[config.mk]
export PLATFORM = sky130hd
export DESIGN_NAME = decode_stage
export DESIGN_NICKNAME = d
export VERILOG_FILES = /design/src/rtl/decoder_pkg.sv /design/src/rtl/decode_logic.sv /design/src/rtl/decode_stage.sv
export SDC_FILE = /design/constraint.sdc
export NUM_CORES = 1
export LEC_CHECK = 0
export ABC_AREA = 0
export BUFFER_PORTS_ARGS = -buffer_cell sky130_fd_sc_hd__buf_2
export CORE_ASPECT_RATIO = 1.1
export CORE_MARGIN = 2
export CORE_UTILIZATION = 52
export DETAILED_ROUTE_END_ITERATION = 7
export GPL_TIMING_DRIVEN = 0
export PLACE_DENSITY_LB_ADDON = 0.1
export SYNTH_ARGS = -nofsm -noshare
export SYNTH_HDL_FRONTEND = slang
export SYNTH_HIERARCHICAL = 1
export SYNTH_SLANG_ARGS = --single-unit
[constraint.sdc]
create_clock -name clk -period 3.7 [get_ports clk]
set_clock_uncertainty 0.05 [all_clocks]
set_input_delay 0.74 -clock clk [delete_from_list [all_inputs] [get_ports clk]]
set_output_delay 0.74 -clock clk [all_outputs]
set_load 0.02 [all_outputs]
[src/rtl/decoder_pkg.sv]
// decoder_pkg: opcode constants, alu_op encodings and control bundle for the decode stage
package decoder_pkg;
  localparam logic [3:0] OP_NOP = 4'h0;
  localparam logic [3:0] OP_ADD = 4'h1;
  localparam logic [3:0] OP_SUB = 4'h2;
  localparam logic [3:0] OP_LD = 4'h3;
  localparam logic [3:0] OP_ST = 4'h4;
  localparam logic [3:0] OP_MUL = 4'h5;
  localparam logic [3:0] OP_DIV = 4'h6;
  localparam logic [3:0] OP_ADDI = 4'h7;
  localparam logic [3:0] OP_CONST = 4'h8;
  localparam logic [3:0] OP_CMP = 4'h9;
  localparam logic [3:0] OP_BRNZP = 4'hA;
  localparam logic [3:0] OP_RET = 4'hB;
  localparam logic [3:0] OP_ILLEGAL = 4'hC;

  typedef enum logic [1:0] {
    ALU_ADD = 2'b00,
    ALU_SUB = 2'b01,
    ALU_MUL = 2'b10,
    ALU_DIV = 2'b11
  } alu_op_t;

  typedef struct packed {
    logic reg_write;
    logic mem_read;
    logic mem_write;
    alu_op_t alu_op;
    logic alu_src_imm;
    logic nzp_write;
    logic branch;
    logic ret;
    logic illegal;
  } ctrl_t;

  function automatic ctrl_t decode_ctrl(input logic [3:0] op);
    ctrl_t c;
    c = '0;
    case (op)
      OP_NOP: ;
      OP_ADD: c.reg_write = 1'b1;
      OP_SUB: begin c.reg_write = 1'b1; c.alu_op = ALU_SUB; end
      OP_LD: begin c.reg_write = 1'b1; c.mem_read = 1'b1; end
      OP_ST: c.mem_write = 1'b1;
      OP_MUL: begin c.reg_write = 1'b1; c.alu_op = ALU_MUL; end
      OP_DIV: begin c.reg_write = 1'b1; c.alu_op = ALU_DIV; end
      OP_ADDI, OP_CONST: begin c.reg_write = 1'b1; c.alu_src_imm = 1'b1; end
      OP_CMP: begin c.nzp_write = 1'b1; c.alu_op = ALU_SUB; end
      OP_BRNZP: c.branch = 1'b1;
      OP_RET: c.ret = 1'b1;
      default: c.illegal = 1'b1;
    endcase
    return c;
  endfunction
endpackage

[src/rtl/decode_logic.sv]
// decode_logic: combinational split of an instruction word into fields and controls
module decode_logic
  import decoder_pkg::*;
#(
  parameter int INST_WIDTH = 32,
  parameter int OPCODE_WIDTH = 4,
  parameter int REG_ADDR_WIDTH = 4,
  parameter int IMM_WIDTH = INST_WIDTH - OPCODE_WIDTH - 3 * REG_ADDR_WIDTH
) (
  input  logic [INST_WIDTH-1:0]     instruction,
  output logic [OPCODE_WIDTH-1:0]   opcode,
  output logic [REG_ADDR_WIDTH-1:0] rd,
  output logic [REG_ADDR_WIDTH-1:0] rs,
  output logic [REG_ADDR_WIDTH-1:0] rt,
  output logic [IMM_WIDTH-1:0]      immediate,
  output ctrl_t                     ctrl
);
  localparam int RD_TOP = INST_WIDTH - OPCODE_WIDTH - 1;
  logic [OPCODE_WIDTH+3:0] op_ext;
  logic op_high;
  assign opcode = instruction[INST_WIDTH-1 -: OPCODE_WIDTH];
  assign rd = instruction[RD_TOP -: REG_ADDR_WIDTH];
  assign rs = instruction[RD_TOP - REG_ADDR_WIDTH -: REG_ADDR_WIDTH];
  assign rt = instruction[RD_TOP - 2 * REG_ADDR_WIDTH -: REG_ADDR_WIDTH];
  assign immediate = instruction[IMM_WIDTH-1:0];
  assign op_ext = {4'b0, opcode};
  assign op_high = op_ext >= (OPCODE_WIDTH + 4)'(12);
  assign ctrl = decode_ctrl(op_high ? OP_ILLEGAL : op_ext[3:0]);
endmodule

[src/rtl/decode_stage.sv]
// decode_stage: registered valid/ready decode stage with RET halt and illegal-opcode counter
module decode_stage
  import decoder_pkg::*;
#(
  parameter int INST_WIDTH = 32,
  parameter int OPCODE_WIDTH = 4,
  parameter int REG_ADDR_WIDTH = 4,
  parameter int COUNT_WIDTH = 8,
  localparam int IMM_WIDTH = INST_WIDTH - OPCODE_WIDTH - 3 * REG_ADDR_WIDTH
) (
  input  logic                      clk,
  input  logic                      reset,
  input  logic                      flush,
  input  logic                      in_valid,
  output logic                      in_ready,
  input  logic [INST_WIDTH-1:0]     instruction,
  output logic                      out_valid,
  input  logic                      out_ready,
  output logic [OPCODE_WIDTH-1:0]   opcode,
  output logic [REG_ADDR_WIDTH-1:0] rd,
  output logic [REG_ADDR_WIDTH-1:0] rs,
  output logic [REG_ADDR_WIDTH-1:0] rt,
  output logic [IMM_WIDTH-1:0]      immediate,
  output logic                      reg_write_enable,
  output logic                      mem_read_enable,
  output logic                      mem_write_enable,
  output logic [1:0]                alu_op,
  output logic                      alu_src_imm,
  output logic                      nzp_write,
  output logic                      branch,
  output logic                      ret,
  output logic                      illegal,
  output logic                      halted,
  output logic [COUNT_WIDTH-1:0]    illegal_count
);
  if (IMM_WIDTH < 1) begin : g_bad_imm
    $error("decode_stage: immediate field width must be at least 1");
  end

  typedef enum logic {RUN, HALTED} state_t;
  state_t state_q, state_d;
  logic [OPCODE_WIDTH-1:0] dec_opcode;
  logic [REG_ADDR_WIDTH-1:0] dec_rd, dec_rs, dec_rt;
  logic [IMM_WIDTH-1:0] dec_imm;
  ctrl_t dec_ctrl, ctrl_q;
  logic accept;

  decode_logic #(
    .INST_WIDTH(INST_WIDTH),
    .OPCODE_WIDTH(OPCODE_WIDTH),
    .REG_ADDR_WIDTH(REG_ADDR_WIDTH),
    .IMM_WIDTH(IMM_WIDTH)
  ) u_decode (
    .instruction(instruction),
    .opcode(dec_opcode),
    .rd(dec_rd),
    .rs(dec_rs),
    .rt(dec_rt),
    .immediate(dec_imm),
    .ctrl(dec_ctrl)
  );

  assign halted = state_q == HALTED;
  assign in_ready = !halted && !flush && (!out_valid || out_ready);
  assign accept = in_valid && in_ready;

  // halt after an accepted RET; only flush (or reset) resumes intake
  always_comb begin
    state_d = state_q;
    if (flush) state_d = RUN;
    else if (accept && dec_ctrl.ret) state_d = HALTED;
  end

  // state register
  always_ff @(posedge clk) state_q <= reset ? RUN : state_d;

  // output bundle register: load on accept, drop on drain or flush, hold while stalled
  always_ff @(posedge clk) begin
    if (reset) begin
      out_valid <= 1'b0;
      ctrl_q <= '0;
      opcode <= '0;
      rd <= '0;
      rs <= '0;
      rt <= '0;
      immediate <= '0;
    end else if (flush) begin
      out_valid <= 1'b0;
    end else if (accept) begin
      out_valid <= 1'b1;
      ctrl_q <= dec_ctrl;
      opcode <= dec_opcode;
      rd <= dec_rd;
      rs <= dec_rs;
      rt <= dec_rt;
      immediate <= dec_imm;
    end else if (out_ready) begin
      out_valid <= 1'b0;
    end
  end

  // saturating count of accepted illegal instructions; survives flush
  always_ff @(posedge clk) begin
    if (reset) illegal_count <= '0;
    else if (accept && dec_ctrl.illegal && illegal_count != '1) illegal_count <= illegal_count + 1'b1;
  end

  assign reg_write_enable = ctrl_q.reg_write;
  assign mem_read_enable = ctrl_q.mem_read;
  assign mem_write_enable = ctrl_q.mem_write;
  assign alu_op = ctrl_q.alu_op;
  assign alu_src_imm = ctrl_q.alu_src_imm;
  assign nzp_write = ctrl_q.nzp_write;
  assign branch = ctrl_q.branch;
  assign ret = ctrl_q.ret;
  assign illegal = ctrl_q.illegal;
endmodule

# == Yosys cells after proc, flatten, opt, wreduce, memory -nomap -nowiden ==
# Cells that the tools add are included.
# W data, S select, Z words.
# totals
latch_bits,0
elab_cells,62
ram_bits,0
mem_count,0
register_bits,52
output_inout_bits,53
romBits,0
input_bits,37
# classes
n_lt_le_gt_ge,1
n_div,0
mul,0
n_bitwise,1
n_eq_ne,12
mux,12
n_reduce_logical,18
n_addsub,1
n_shift,0
# op_table
op,n
$eq A4 B3 Y1 const B,4
$eq A4 B4 Y1 const B,4
$reduce_or A12 Y1,1
$mux W1,10
$add A8 B1 Y8 const B,1
$eq A4 B2 Y1 const B,2
$ne A8 B8 Y1 const B,1
$reduce_or A7 Y1,1
$logic_and A1 B1 Y1,6
$pmux W2 S3,1
$reduce_or A2 Y1,3
$eq A4 B1 Y1 const B,1
$ge A4 B4 Y1 const B,1
$logic_not A4 Y1,1
$mux W4,1
$logic_not A1 Y1,3
$reduce_and A2 Y1,1
$reduce_bool A2 Y1,1
$logic_or A1 B1 Y1,1
$not A1 Y1,1

# == Depth between registers and ports, before layout ==
# Gate-level depths: netlist of the first run.
# depth
depth_word,7
depth_mapped,6
mapped_depth_nobuf,5

# == Cells and area by module ==
# The synthesis of the first run kept the hierarchy.
# by_module_without_submodules
mod,instances,seq_area_each_um2,area_per_inst_um2,cells_each
decode_stage,1,1041.0,1945.6,241
decode_logic,1,0.0,381.6,50

# == Least setup slack after synthesis of the first run ==
# No wires, ideal clock.
# synth_path
path_kind,input port to output port
startpoint,input out_ready
endpoint,output in_ready
setup_slack_ps,1745
arrival_ps,1165
required_time_ps,2910
stages,2
path_buffers,0
path_cell_list,nand2b_2 > and2_1
# synth_between
elab_chain_cells,2
# synth_lines
item,line_no,text
start: declaration,decode_stage.sv:18,"input logic out_ready,"
$logic_or A1 B1 Y1,decode_stage.sv:64,assign in_ready = !halted && !flush && (!out_valid || out_ready);
$logic_and A1 B1 Y1,decode_stage.sv:64,
end: declaration,decode_stage.sv:15,"output logic in_ready,"
# Every way passes these cells.

# == Worst setup path in the final report of the first run ==
# Ends and elaborated chain as after synthesis.

==> flow_metrics.env, run 1 <==
export IMPL_gp_congestion=0.7634
export IMPL_tightestPinTransition_ps=469.1
export IMPL_p_leak_nw=1.252
export IMPL_final_min_clock_period_ps=2163
export IMPL_drc=0
export IMPL_diodes=0
export IMPL_ir_drop_mv=0.2844
export IMPL_ant_nets=0
export IMPL_synth_compound_area_share_pct=13.60
export IMPL_antenna_found_initial=0
export IMPL_met2_length_mm=2.080
export IMPL_die_w_um=67.79
export IMPL_hpwl_mm=3.500
export IMPL_cts_tree="built"
export IMPL_finalCritPeriodShare_pct=58.45
export IMPL_r2r_start="illegal_count[0]"
export IMPL_grt_max_degree=16
export IMPL_synth_seq_cells=52
export IMPL_drv_slew=0
export IMPL_rows=25
export IMPL_cts_clk_slew_worst_paths_ps=90
export IMPL_numPortBuffers=58
export IMPL_clock_fmax_mhz=462.4
export IMPL_hold_buffers=0
export IMPL_synth_top_family_by_area="simple AND/OR/NAND/NOR gates"
export IMPL_rrSetupSlack_ps=1990
export IMPL_final_cell_mix="nand2_1, buf_2, dfxtp_1"
export IMPL_synthToLayoutAreaGrowth_pct=19.35
export IMPL_startpoint="out_ready"
export IMPL_clock_tree_buffer_depth=2
export IMPL_p_int_mw=0.7895
export IMPL_clock_sinks=52
export IMPL_powerDensity_mw_per_mm2=381.8
export IMPL_synth_fa_ha_area_share_pct=0.5376
export IMPL_seq_power_share_pct=55.4
export IMPL_ys_warn_count=6
export IMPL_vias=2012
export IMPL_syn_inst=291
export IMPL_post_cts_resized=0
export IMPL_drt_iter0_drc=76
export IMPL_rr_worst_depth=5
export IMPL_p_switching_mw=0.2709
export IMPL_setup_tns_ps=0
export IMPL_hold_class="reg2reg"
export IMPL_met3WireLength_um=372
export IMPL_via_per_inst=4.895
export IMPL_yosysUniqueCellTypes=40
export IMPL_design_die_area_mm2=0.005027
export IMPL_fin_cells=411
export IMPL_syn_area_per_cell_um2=7.997
export IMPL_ys_seq_area_share_pct=44.73
export IMPL_dp_cells=403
export IMPL_wl_per_cell_um=11.41
export IMPL_rsz0062_at_grt="false"
export IMPL_grt_pass1_wl_mm=7.107
export IMPL_crit_reg2reg_capture="illegal_count[5]"
export IMPL_async_flop_share_pct=0
export IMPL_pwr_share_comb_pct=13.7
export IMPL_start_kind="primary input"
export IMPL_total_power_mw=1.060
export IMPL_clock_latency_ps=300
export IMPL_cp_endpoint="in_ready"
export IMPL_synth_xor_area_share_pct=0.3763
export IMPL_relSlewSlack_pct=68.73
export IMPL_synth_edf_count=0
export IMPL_setup_viol=0
export IMPL_crit_type="in2out"
export IMPL_synth_mux_area_fraction_pct=0.4839
export IMPL_crit_fanout=6
export IMPL_synth_flop_cell="dfxtp_1"
export IMPL_layout_commonest_cell="nand2_1"
export IMPL_drv_cap=0
export IMPL_wl_met1_mm=2.146
export IMPL_cts_htree_levels=2
export IMPL_grt_usage_pct=18.64
export IMPL_fillCellCount=399
export IMPL_cts_setup_buffers=0
export IMPL_status="completed"
export IMPL_drive_gt1_share_pct=33.33
export IMPL_cts_root_buf="clkbuf_8"
export IMPL_worstSetupEndpointType="output pin"
export IMPL_firstDrtPassIters=4
export IMPL_ioPinCount=90
export IMPL_swShare_pct=25.55
export IMPL_cp_arrival_ps=1370
export IMPL_syn_nets=329
export IMPL_cp_data_required_time_ps=2910
export IMPL_grt_pass1_vias=1626
export IMPL_overflow=0
export IMPL_finalHoldViolations=0
export IMPL_top_layer="met4"
export IMPL_start_util_pct=53.91
export IMPL_synth_simple_area_share_pct=26.02
export IMPL_numCtsBuffers=5
export IMPL_mappedNetlistArea_mm2=0.002327
export IMPL_final_nets=394
export IMPL_wl_mm=4.691
export IMPL_clock_power_share_pct=30.9
export IMPL_die_h_um=74.17
export IMPL_core_area_mm2=0.004317
-- worst min path at each step --
| stage | start | endpoint | slack (ps) | cells past startpoint |
|---|---|---|---|---|
| 5_1_grt | immediate[2] | immediate[2] | 430 | 2 |
| 3_5_place_dp | immediate[1] | immediate[1] | 390 | 2 |
| 6_report | immediate[3] | immediate[3] | 400 | 2 |
| 4_1_cts | immediate[7] | immediate[7] | 410 | 2 |
| 3_3_place_gp | immediate[5] | immediate[5] | 390 | 2 |
| 2_1_floorplan | alu_op[1] | alu_op[1] | 480 | 2 |
-- metrics by stage --
| stage | worst slack, ps | hold slack (ps) | utilization (%) | instance area, um2 |
|---|---|---|---|---|
| 2_1_floorplan | 1745 | 483.3 | - | 2327 |
| 3_3_place_gp | 1470 | 389.0 | 62.20 | 2685 |
| 3_5_place_dp | 1469 | 393.1 | 62.20 | 2685 |
| 4_1_cts | 1538 | 405.4 | 64.35 | 2778 |
| 5_1_grt | 1502 | 427.9 | 64.35 | 2778 |
| 6_report | 1537 | 404.8 | 64.35 | 2778 |
-- logic make-up (layout without fill, tap and decap cells) --
logic type | count (synthesis) | in the layout
buffers and inverters | 51 | 117
multiplexers | 1 | 1
adder cells (fa/ha/maj) | 1 | 1
AO/OA/AOI/OAI | 59 | 59
flip-flops | 52 | 52
AND/OR/NAND/NOR | 126 | 126
XOR/XNOR | 1 | 1
-- flip-flops by register name, summed over array words and instances, names as in the netlist --
register and cells:
mem_read_enable 1, illegal 1, opcode 4, illegal_count 8
nzp_write 1, branch 1, rt 4, rs 4
halted 1, alu_src_imm 1, alu_op 2, rd 4
mem_write_enable 1, reg_write_enable 1, immediate 16, ret 1
out_valid 1
-- critical path: stages --
cell and delay (ps):
buf_2 100, nand2b_2 220, and2_1 160, buf_2 150
-- layer usage --
layer | track usage [%] | vias up
met3 | 5.446 | 8
met5 | 0 | -
met4 | 8.000 | 0
li1 | - | 1067
met2 | 29.19 | 64
met1 | 23.94 | 873
-- Yosys cell counts, types with 4 or more instances --
cell type	n	share of area [%]
clkbuf_1	6	0.97
buf_2	10	2.2
dfxtp_1	52	45
nor3_1	4	0.86
nand2_1	86	14
nor2_1	5	0.81
buf_4	32	10
a21oi_1	50	11
nand3_1	4	0.86
and3_1	4	1.1
-- layout make-up --
class                   count  area, um2  share of cell area (%)
flip-flops and latches     52       1041                   37.48
inverters                   1      3.754                  0.1351
repair buffers             58      290.3                   10.45
multi-input cells         188      954.7                   34.37
well taps                  54      67.56                   2.432
clock inverters             2      10.01                  0.3604
plain buffers              50      327.8                   11.80
clock buffers               6      82.58                   2.973
-- power groups by stage --
stage          registers [mW]  logic, mW  clock network (mW)
2_1_floorplan           0.624     0.0829                   0
3_3_place_gp            0.599      0.146                   0
3_5_place_dp            0.600      0.147                   0
4_1_cts                 0.587      0.147               0.341
5_1_grt                 0.590      0.161               0.356
6_report                0.587      0.146               0.328
No activity file was read; power rests on OpenSTA's default activity.
==> run 2: changes to the inputs <==
CORE_UTILIZATION = 44   (was 52)
clock period = 1.86 ns   (was 3.7 ns; I/O delays follow)
==> run 2 against run 1 <==
Clock-buffer cell count grew 2; worst setup slack worse by 1300 ps; die area increased by 17%; utilization decreased by 9.4 points; critical path depth grew 1; clock power increased by 100%; routed wire length increased by 6.8%.
==> flow_metrics.env, run 2 (synthesized netlist as in run 1, its figures left out) <==
export IMPL_wl_mm=5.008
export IMPL_final_cell_mix="nand2_1, buf_2, dfxtp_1"
export IMPL_top_register="immediate"
export IMPL_place_area_mm2=0.002690
export IMPL_antenna_found_initial=0
export IMPL_p_switching_mw=0.5373
export IMPL_clock_sinks=52
export IMPL_via_per_inst=4.923
export IMPL_seq_power_share_pct=55.2
export IMPL_status="completed"
export IMPL_powerDensity_mw_per_mm2=759.8
export IMPL_numPortBuffers=58
export IMPL_numCtsBuffers=5
export IMPL_grt_usage_pct=17.62
export IMPL_core_area_mm2=0.005067
export IMPL_drv_cap=0
export IMPL_cp_arrival_ps=1780
export IMPL_worstSetupEndpointType="register"
export IMPL_design_die_area_mm2=0.005887
export IMPL_die_h_um=80.28
export IMPL_p_leak_nw=1.246
export IMPL_cts_tree="built"
export IMPL_swShare_pct=25.41
export IMPL_hold_class="in2reg"
export IMPL_grt_max_degree=15
export IMPL_cts_htree_levels=2
export IMPL_drive_gt1_share_pct=33.05
export IMPL_hold_buffers=0
export IMPL_vias=2043
export IMPL_setup_tns_ps=0
export IMPL_finalHoldViolations=0
export IMPL_dp_cells=407
export IMPL_finalCritPeriodShare_pct=87.28
export IMPL_cp_data_required_time_ps=2010
export IMPL_layout_commonest_cell="nand2_1"
export IMPL_cts_setup_buffers=0
export IMPL_die_w_um=73.34
export IMPL_final_min_clock_period_ps=1623
export IMPL_largest_reg_flops=16
export IMPL_diodes=0
export IMPL_ir_drop_mv=0.4147
export IMPL_pwr_share_comb_pct=13.8
export IMPL_start_kind="register"
export IMPL_ant_nets=0
export IMPL_crit_type="reg2reg"
export IMPL_drc=0
export IMPL_hpwl_mm=3.651
export IMPL_fin_util_pct=54.91
export IMPL_firstDrtPassIters=4
export IMPL_p_int_mw=1.577
export IMPL_clock_fmax_mhz=616.0
export IMPL_clock_tree_buffer_depth=2
export IMPL_overflow=0
export IMPL_crit_fanout=9
export IMPL_rsz0062_at_grt="false"
export IMPL_synthToLayoutAreaGrowth_pct=19.57
export IMPL_drt_iter0_drc=70
export IMPL_top_regs="immediate x16, illegal_count x8"
export IMPL_clock_power_share_pct=31.0
export IMPL_relSlewSlack_pct=68.26
export IMPL_ioPinCount=90
export IMPL_rows=27
export IMPL_cts_clk_slew_worst_paths_ps=90
export IMPL_setup_viol=0
export IMPL_clock_latency_ps=300
export IMPL_grt_pass1_vias=1780
export IMPL_start_util_pct=45.93
export IMPL_tightestPinTransition_ps=476.2
export IMPL_gp_congestion=0.7523
export IMPL_fin_cells=415
export IMPL_drv_slew=0
export IMPL_final_nets=394
export IMPL_grt_pass1_wl_mm=8.038
export IMPL_fin_area_mm2=0.002783
export IMPL_wl_per_cell_um=12.07
export IMPL_cts_root_buf="clkbuf_8"
-- run 2: changes by cell type in the layout (fill, tap and decap cells not counted) --
cell      before  now
nor2_1         5    4
clkinv_2       2    0
clkbuf_1       6    8
nor2_2         0    1
-- run 2: critical path: stages (launching register included) --
cell	delay [ps]
dfxtp_1	360
ha_1	240
nand4_1	130
nor2_2	100
nor4_1	270
mux2_2	370
-- run 2: final timing paths --
check                        start          endpoint  slack [ps]  depth (start not counted)
hold reg to reg      immediate[14]     immediate[14]         400                          2
hold / removal               flush            halted         240                          2
setup reg to reg  illegal_count[0]  illegal_count[5]         240                          5
setup / recovery  illegal_count[0]  illegal_count[5]         240                          5
-- run 2: what timing repair did --
action / CTS / global route
setup endpoints to repair: 0 / 1
gates resized for setup: 0 / 1
hold endpoints to repair: 0 / 0
-- run 2: per-stage QoR --
| stage | hold WS, ps | power, mW | setup WS, ps |
|---|---|---|---|
| finish | 240.8 | 2.114 | 236.6 |
| floorplan | 400.5 | 1.407 | 216.7 |
| CTS | 232.3 | 2.143 | 159.1 |
| detailed placement | 393.7 | 1.489 | -7.399 |
| global placement | 388.8 | 1.486 | 8.489 |
| global route | 243.9 | 2.233 | 130.1 |
-- run 2: power by group through the flow --
stage	logic (mW)	registers, mW	clock network [mW]
5_1_grt	0.325	1.17	0.735
3_3_place_gp	0.293	1.19	0
3_5_place_dp	0.295	1.19	0
2_1_floorplan	0.165	1.24	0
6_report	0.292	1.17	0.655
4_1_cts	0.296	1.17	0.679
-- run 2: area by class of cell --
type                    count  area, um2
fillers                   519       2285
flip-flops and latches     52       1041
multi-input cells         188      957.2
plain buffers              50      327.8
repair buffers             58      290.3
clock buffers               8      90.09
well taps                  58      72.57
inverters                   1      3.754
-- run 2: layer usage --
metal  track usage, %  up-vias  share of wire (%)  wire (um)
met5                0        -                  0          0
met4            7.273        0                2.1        103
met3            6.148        8                8.1        407
met2            27.39       63                 45       2250
met1            22.08      909                 45       2247
li1                 -     1063                  -          -
